### src/rtl/rom_burst_reader.sv
// Parametrised constant ROM with a burst read engine. It supports start/busy handshake,
// wrap or truncate at the top address, stall enable and a truncation error flag.
module rom_burst_reader #(
  parameter int DATA_W = 4,
  parameter int ADDR_W = 2
) (
  input  logic              clk,
  input  logic              rst_n,
  input  logic              en,
  input  logic              start,
  input  logic [ADDR_W-1:0] start_addr,
  input  logic [ADDR_W-1:0] burst_len,
  input  logic              wrap,
  output logic              busy,
  output logic [DATA_W-1:0] data_out,
  output logic              valid,
  output logic              last,
  output logic              err
);

  localparam int DEPTH = 1 << ADDR_W;

  typedef enum logic {IDLE, READ} state_t;

  // NOTE: the ROM is elaboration-time constant wiring, so it has no reset and no storage.
  logic [DATA_W-1:0] mem [DEPTH];
  for (genvar i = 0; i < DEPTH; i++) begin : g_rom
    assign mem[i] = DATA_W'(5 * i + 3);
  end

  state_t            state_q, state_d;
  logic [ADDR_W-1:0] ptr_q, ptr_d;
  logic [ADDR_W-1:0] cnt_q, cnt_d;
  logic              trunc_q, trunc_d;
  logic [DATA_W-1:0] data_d;
  logic              valid_d, last_d, err_d;
  logic              final_word;
  logic [ADDR_W:0]   end_addr;

  // Evaluated one bit wider so an overflow past the top address is visible.
  assign end_addr   = {1'b0, start_addr} + {1'b0, burst_len};
  assign final_word = (cnt_q == '0) || (trunc_q && (ptr_q == {ADDR_W{1'b1}}));
  assign busy       = (state_q == READ);

  always_comb begin
    // NOTE: every output of this block gets a default first so no latch is inferred.
    state_d = state_q;
    ptr_d   = ptr_q;
    cnt_d   = cnt_q;
    trunc_d = trunc_q;
    data_d  = data_out;
    valid_d = 1'b0;
    last_d  = 1'b0;
    err_d   = 1'b0;
    if (state_q == IDLE) begin
      if (en && start) begin
        ptr_d   = start_addr;
        cnt_d   = burst_len;
        trunc_d = !wrap && (end_addr > (ADDR_W + 1)'(DEPTH - 1));
        state_d = READ;
      end
    end else if (en) begin
      data_d  = mem[ptr_q];
      valid_d = 1'b1;
      ptr_d   = ptr_q + ADDR_W'(1);
      cnt_d   = cnt_q - ADDR_W'(1);
      if (final_word) begin
        last_d  = 1'b1;
        err_d   = trunc_q;
        state_d = IDLE;
      end
    end
  end

  // NOTE: sequential state uses non-blocking assignments so all registers update together.
  always_ff @(posedge clk or negedge rst_n) begin
    if (!rst_n) begin
      state_q  <= IDLE;
      ptr_q    <= '0;
      cnt_q    <= '0;
      trunc_q  <= 1'b0;
      data_out <= '0;
      valid    <= 1'b0;
      last     <= 1'b0;
      err      <= 1'b0;
    end else begin
      state_q  <= state_d;
      ptr_q    <= ptr_d;
      cnt_q    <= cnt_d;
      trunc_q  <= trunc_d;
      data_out <= data_d;
      valid    <= valid_d;
      last     <= last_d;
      err      <= err_d;
    end
  end

endmodule

### config.mk
export PLATFORM = sky130hd
export DESIGN_NAME = rom_burst_reader
export DESIGN_NICKNAME = d
export VERILOG_FILES = /design/src/rtl/rom_burst_reader.sv
export SDC_FILE = /design/constraint.sdc
export NUM_CORES = 1
export LEC_CHECK = 0
export ABC_AREA = 1
export BUFFER_PORTS_ARGS = -buffer_cell sky130_fd_sc_hd__buf_2
export CORE_MARGIN = 2
export CORE_UTILIZATION = 44
export CTS_CLUSTER_SIZE = 30
export DETAILED_ROUTE_END_ITERATION = 7
export PLACE_DENSITY_LB_ADDON = 0.25
export SYNTH_ARGS = -nofsm -noshare
export SYNTH_HDL_FRONTEND = slang
export SYNTH_SLANG_ARGS = --single-unit
export TNS_END_PERCENT = 50
### constraint.sdc
create_clock -name clk -period 1 [get_ports clk]
set_input_delay 0.05 -clock clk [delete_from_list [all_inputs] [get_ports clk]]
set_output_delay 0.05 -clock clk [all_outputs]
set_load 0.1 [all_outputs]
Word level (Yosys, flattened, before mapping)

Cells that the tools add are included.

Reductions and logical operators: 10
Multiplexer cells: 21
$add $sub $neg: 3
Equal/unequal tests: 2
Bitwise operators: 2
$lt $le $gt $ge: 2

Operator list:

| cell                                                                             | number |
|---|---|
| 1-bit two-way mux                                                                | 12 |
| 2-bit two-way mux                                                                | 6 |
| 4-bit binary-select mux with 2-bit select                                        | 1 |
| 4-bit two-way mux                                                                | 2 |
| 2-bit AND reduction                                                              | 3 |
| 2-bit by 2-bit adder with 3-bit output                                           | 1 |
| 3-bit >= comparator (second input constant)                                      | 1 |
| 3-bit by 2-bit greater-than comparator with 1-bit output (second input constant) | 1 |
| 1-bit logical AND                                                                | 3 |
| 2-bit NOT with 3-bit output                                                      | 1 |
| 2-bit by 1-bit adder with 2-bit output (second input constant)                   | 1 |
| 2-bit == test (second input constant)                                            | 1 |
| 2-bit zero test                                                                  | 1 |
| 2-bit != test (second input constant)                                            | 1 |
| 2-bit nonzero test                                                               | 1 |
| 2-bit by 1-bit subtractor with 2-bit output (second input constant)              | 1 |
| 1-bit zero test                                                                  | 1 |
| 1-bit logical OR                                                                 | 1 |
| 1-bit NOT                                                                        | 1 |

Register bits: 13

Depth between registers and ports, before layout

Gate-level depths: netlist of the first run.

Depth in word-level cells: 6
Gate-level depth with buffers: 7
Mapped depth without buffers: 7

Worst setup path before layout of the first run

OpenSTA, ideal clock, no wires.

Path kind: register to register
From: register state_q, in the netlist busy
To: register state_q, in the netlist busy
Cell stages (with the launch flop): 6
Setup time: 0.121 ns
Clock period less this slack: 1.612 ns
Slack: -0.612 ns
Arrival: 1.491 ns
Path buffers: 0
Required time: 0.879 ns
Path through: dfrtp_1 > nand2_4 > inv_4 > nand2_4 > o21ai_1 > inv_1

Word-level cells in the longest chain between the ends: 1

RTL lines:

| element                  | RTL line | source |
|---|---|---|
| start: declaration       | 31       | `state_t state_q, state_d;` |
| start signal: assignment | 87       | `state_q <= state_d;` |
| 1-bit two-way mux        | 55       | `if (state_q == IDLE) begin` |
| named net state_d        | 31       |  |

The timed path passes the listed nets, and every way through them passes these cells.
A chain may end at the register's enable or synchronous reset.

Final worst setup path of the first run

From: register state_q, in the netlist busy
To: output port busy

RTL lines:

| element          | RTL line | source |
|---|---|---|
| end: declaration | 14       | `output logic busy,` |

No word-level cell between the ends.

==> results of run 1 <==
==> Yosys cell counts (all sizes together) <==
master / instances
nand2: 33
dfrtp: 13
inv: 13
o21ai: 8
ha: 5
nor2: 2
nand3: 1
nor3: 1
==> through the flow <==
step                util [%]  setup WS (ps)  std cells  hold WS, ps
global placement       68.11         -47.21        112       -53.43
CTS                    76.92         -96.35        121        8.668
floorplan                  -         -117.4         76       -245.6
detailed placement     68.11         -114.7        112       -50.86
global route           79.74         -122.4        122        63.92
finish                 79.74         -103.9        122        42.83
==> layer usage <==
| metal | global-route usage, % | vias to the layer above |
|---|---|---|
| met3 | 2.586 | 7 |
| met1 | 20.60 | 291 |
| met2 | 31.08 | 25 |
| met5 | 0 | - |
| met4 | 11.25 | 0 |
| li1 | - | 293 |
==> path summary, 6_finish.rpt <==
kind	to	slack [ps]	cells past startpoint
max reg2reg	cnt_q[0]	-50	5
min in group asynchronous	data_out[2]	170	2
max in group asynchronous	busy	580	2
min reg2reg	cnt_q[1]	480	2
min	trunc_q	40	4
max	busy	-100	2
==> cells by family after synthesis <==
kind of cell,count (synthesis)
AOI/OAI and AO/OA,8
adders and majority gates,5
buffers and inverters,13
DFF,13
and+or+nand+nor,37
==> repair_timing <==
item,CTS,global route
endpoints found under the setup margin,9,13
pin swaps,7,1
gates resized for setup,12,9
endpoints found under the hold margin,13,0
hold buffers,1,0
setup buffers,4,1
==> state kept, by name (all words and copies together) (netlist names) <==
register,flops
valid,1
ptr_q,2
trunc_q,1
last,1
err,1
data_out,4
cnt_q,2
busy,1
==> critical path: cells and delay by family (launching register included) <==
family	cells	cell delay, ps
flip-flops	1	490
buffers and inverters	2	270
==> layout by cell type (no fill, tap or decap), drive strengths merged <==
cell type / Yosys / layout
ha: 5 / 5
nor2: 2 / 2
nor3: 1 / 1
buf: 0 / 26
dfrtp: 13 / 13
nand3: 1 / 1
dlygate4sd3: 0 / 1
nand2: 33 / 33
clkbuf: 0 / 4
inv: 13 / 13
o21ai: 8 / 8
==> area by class of cell <==
class,count,area [µm²],share of cell area (%)
multi-input combinational,50,335.3,31.53
sequential,13,334.1,31.41
inverter,13,56.30,5.294
tap,15,18.77,1.765
timing repair buffer,27,292.8,27.53
clock buffer,4,26.28,2.471
==> metrics.cfg, run 1 <==
[yosys]
synthesis.nets = 90
synth_cells = 76
synth_cell_types = 12
yosys-mux-area-fraction_pct = 0
ys_seq_area_share_pct = 50.58
ys_ff_latch = 13
synthAdderAreaFrac_pct = 9.728
syn_area_um2 = 643.1
synth.top_cell.area_share_pct = 50.58
synth.area.top_cells = dfrtp_1 (51%), nand2_1 (18%), ha_1 (9.7%)
synth-xor-area-share_pct = 0
avgSynthCellArea_um2 = 8.462
synth_compound_area_share_pct = 6.226
synth_warnings = 0
synth_top_family_by_area = simple AND/OR/NAND/NOR gates
synth_top_cell_by_area = dfrtp_1
synth-simple-area-share_pct = 25.49

[sta]
setup_ws_ps = -103.9
final.period_utilization_pct = 110.4
finalCriticalPeriod_ps = 1104
final-hold-violation-count = 0
worst_slew_pin_slew_ps = 368.0
setup_tns_ps = -378.6
slew-limit-headroom_pct = 75.41
finalClockSkew_ps = 1.741
rsz0062_at_grt = true
max_freq_ghz = 0.9059
slew_viol_final = 0
setup_viol = 10

[routing]
vias = 616
via_per_inst = 5.049
wl_per_cell_um = 11.98
met2_length_um = 728
drt_wl_total_um = 1461
drt-initial-drc-count = 6
wl_met1_um = 594
antenna_left = 0
drt_pass1_iterations = 4
highest_layer = met4
met3_length_um = 84
drcViolationCount = 0

[setup_path]
required_ps = 950
slowest_stage = dfrtp_4
cp_max_fo = 3
startpoint = busy
worst_path_largest_cell_delay_ps = 490
cp-start-kind = register
crit_type = register to output pin
cp.arrival_ps = 1050
r2r-start = busy
cp-end-kind = output pin
path_cells = buf_6 -> buf_12

[min_path]
worstHoldStart = wrap
hold_path.class = input port to register

[clocking]
root_buffer = clkbuf_4
ctsHtreeMaxLevel = 1
cts_tree = built
cts_sinks = 13
clock_latency_ps = 280
cts_max_path_buffers = 2
clkSlewWorstSetupHoldPaths_ps = 80
cts_buffers = 3

[floorplanning]
start_util_pct = 48.22
die-width_um = 42.23
row_count = 13
die-area_um2 = 1783
fp.dieH_um = 42.23
boundaryPins = 17
core_um2 = 1334

[global_routing]
grt_first_pass_wirelength_um = 2380
grt_start_max_net_pins = 14
grt_usage_pct = 18.00
grt_pass1_vias = 566
antenna_found_initial = 0
grt-ovfl-total = 0

[finish]
n_antenna_cell = 0
nets = 122
fillers = 84
drive_gt1_share_pct = 45.79
final_area_um2 = 1064
synthToLayoutAreaGrowth_pct = 65.37

[placement]
gp_congestion = 0.7280
dp_hpwl_um = 1009
numPortBuffers = 16
place_area_um2 = 908.4

[status]
violations = negative setup slack
outcome = finished, violations left

[job]
cap_violations = 0

Power of run 1 is left out: the tool's default activity adds up to more than one toggle a clock period on the data nets, which glitch-free logic cannot reach.
==> run 2: changes to the inputs <==
--- a/config.mk
+++ b/config.mk
@@ -14,2 +14,3 @@
 export PLACE_DENSITY_LB_ADDON = 0.25
+export SKIP_LAST_GASP = 1
 export SYNTH_ARGS = -nofsm -noshare
--- a/constraint.sdc
+++ b/constraint.sdc
@@ -3,2 +3,2 @@
 set_output_delay 0.05 -clock clk [all_outputs]
-set_load 0.1 [all_outputs]
+set_load 0.02 [all_outputs]
==> run 2 against run 1 <==
Effect of this change: the run still ends with negative setup slack left; non-clock buffer count shrank 3; critical path depth grew 3; global-route usage shrank 3.5 points; count of clock-buffer cells in the layout is the same; highest routed layer is now met3.
==> metrics.cfg, run 2 (synthesis results as in run 1) <==
[setup_path]
rr_endpoint = data_out[0]
crit_type = register to register
rr_worst_depth = 5
path_cells = inv_2 -> buf_4 -> ha_4 -> nor2_1 -> o21ai_1
cp_max_fo = 3
regToRegSetupSlack_ps = -40
cp.arrival_ps = 1210
crit_family = flip-flops
crit_buf_inv = 2
cp-start-kind = register
cp-end-kind = register
endpoint = data_out[0]
r2r-start = ptr_q[0]
required_ps = 1160
worst_path_largest_cell_delay_ps = 400
cp_num_cells = 5
startpoint = ptr_q[0]
slowest_stage = dfrtp_1

[global_routing]
grt-ovfl-total = 0
grt_usage_pct = 14.51
antenna_found_initial = 0
grt_first_pass_wirelength_um = 1966
grt_pass1_vias = 524
grt_start_max_net_pins = 14

[clocking]
cts_max_path_buffers = 2
root_buffer = clkbuf_4
cts_sinks = 13
ctsHtreeMaxLevel = 1
cts_buffers = 3
clock_latency_ps = 270
clkSlewWorstSetupHoldPaths_ps = 80
cts_tree = built

[power]
p_per_area_nw_per_um2 = 2923
finalPower_mw = 2.597
p_leak_nw = 0.5043
irDropWorstVdd_mv = 1.460

[floorplanning]
row_count = 13
fp.dieH_um = 42.23
core_um2 = 1334
die-width_um = 42.23
boundaryPins = 17
start_util_pct = 48.22
die-area_um2 = 1783

[finish]
nets = 119
drive_gt1_share_pct = 41.35
n_antenna_cell = 0
instances_no_fill = 119
post-route-util_pct = 66.60
reg_top3 = data_out (4), cnt_q (2), ptr_q (2)
layout_commonest_cell = nand2_1
mostFrequentLayoutCells = nand2_1 (28), buf_2 (16), dfrtp_1 (12), inv_1 (7)
top_register = data_out
synthToLayoutAreaGrowth_pct = 38.13
largest_reg_flops = 4

[sta]
final.period_utilization_pct = 104.5
final-hold-violation-count = 0
max_freq_ghz = 0.9571
slew_viol_final = 0
finalClockSkew_ps = 4.590
setup_viol = 6
setup_ws_ps = -44.79
worst_slew_pin_slew_ps = 287.9
slew-limit-headroom_pct = 80.81
finalCriticalPeriod_ps = 1045
setup_tns_ps = -123.6
rsz0062_at_grt = true

[status]
violations = negative setup slack
outcome = finished, violations left

[placement]
gp_congestion = 0.7323
numPortBuffers = 16
dp_hpwl_um = 871.7
dp_cells = 111
place_ws_ps = -100.2

[routing]
drt_wl_total_um = 1236
vias = 549
wl_per_cell_um = 10.39
antenna_left = 0
via_per_inst = 4.613
drt_pass1_iterations = 3
drcViolationCount = 0
drt-initial-drc-count = 3

[job]
cap_violations = 0

[min_path]
hold_path.class = input port to register

run 2: cell types whose count changed in the layout (fill, tap and decap cells not counted), sizes merged:
cell  previous run  this run
buf             26        23
run 2: how the worst min path moves through the flow:
stage | slack, ps | from | cells past startpoint | endpoint
floorplan | -250 | rst_n | 0 | busy
global placement | -50 | rst_n | 1 | data_out[0]
detailed placement | -50 | rst_n | 1 | data_out[0]
CTS | 0.3 | wrap | 4 | trunc_q
global route | 5 | wrap | 4 | trunc_q
finish | 3 | wrap | 4 | trunc_q
run 2: per-layer routing:
layer / wire length [µm] / vias to the layer above / global-route usage (%)
li1: - / 289 / -
met1: 553 / 245 / 16.76
met2: 620 / 15 / 25.23
met3: 61 / 0 / 3.879
met4: 0 / 0 / 5.625
met5: 0 / - / 0
run 2: tightest hold or removal path: stages:
cell and delay [ps]:
buf_2 80, nor3_1 40, nand2_1 40, nand2_1 40
run 2: stage by stage:
stage,hold slack [ps],cell area [µm²]
6_report,2.879,888.4
3_3_place_gp,-48.73,773.2
4_1_cts,0.2832,839.6
2_1_floorplan,-245.6,644.4
5_1_grt,5.377,888.4
3_5_place_dp,-52.15,773.2
run 2: cell type report:
cell class              count  area (µm²)
flip-flops and latches     13       326.6
well taps                  15       18.77
repair buffers             24       150.1
inverters                  13       51.30
multi-input cells          50       315.3
fillers                   116       445.4
clock buffers               4       26.28
run 2: where the power goes:
part	leakage, nW	internal [mW]	switching (mW)
Clock	0.0150	0.155	0.165
Combinational	0.327	0.609	0.758
Sequential	0.163	0.745	0.166
run 2: timing repair:
action,CTS,global route
hold endpoints to repair,13,0
gates resized for setup,4,12
pin swaps,6,6
setup buffers,2,1
hold buffers,1,0
setup endpoints to repair,8,12
Power figures use the tool's default switching activity.
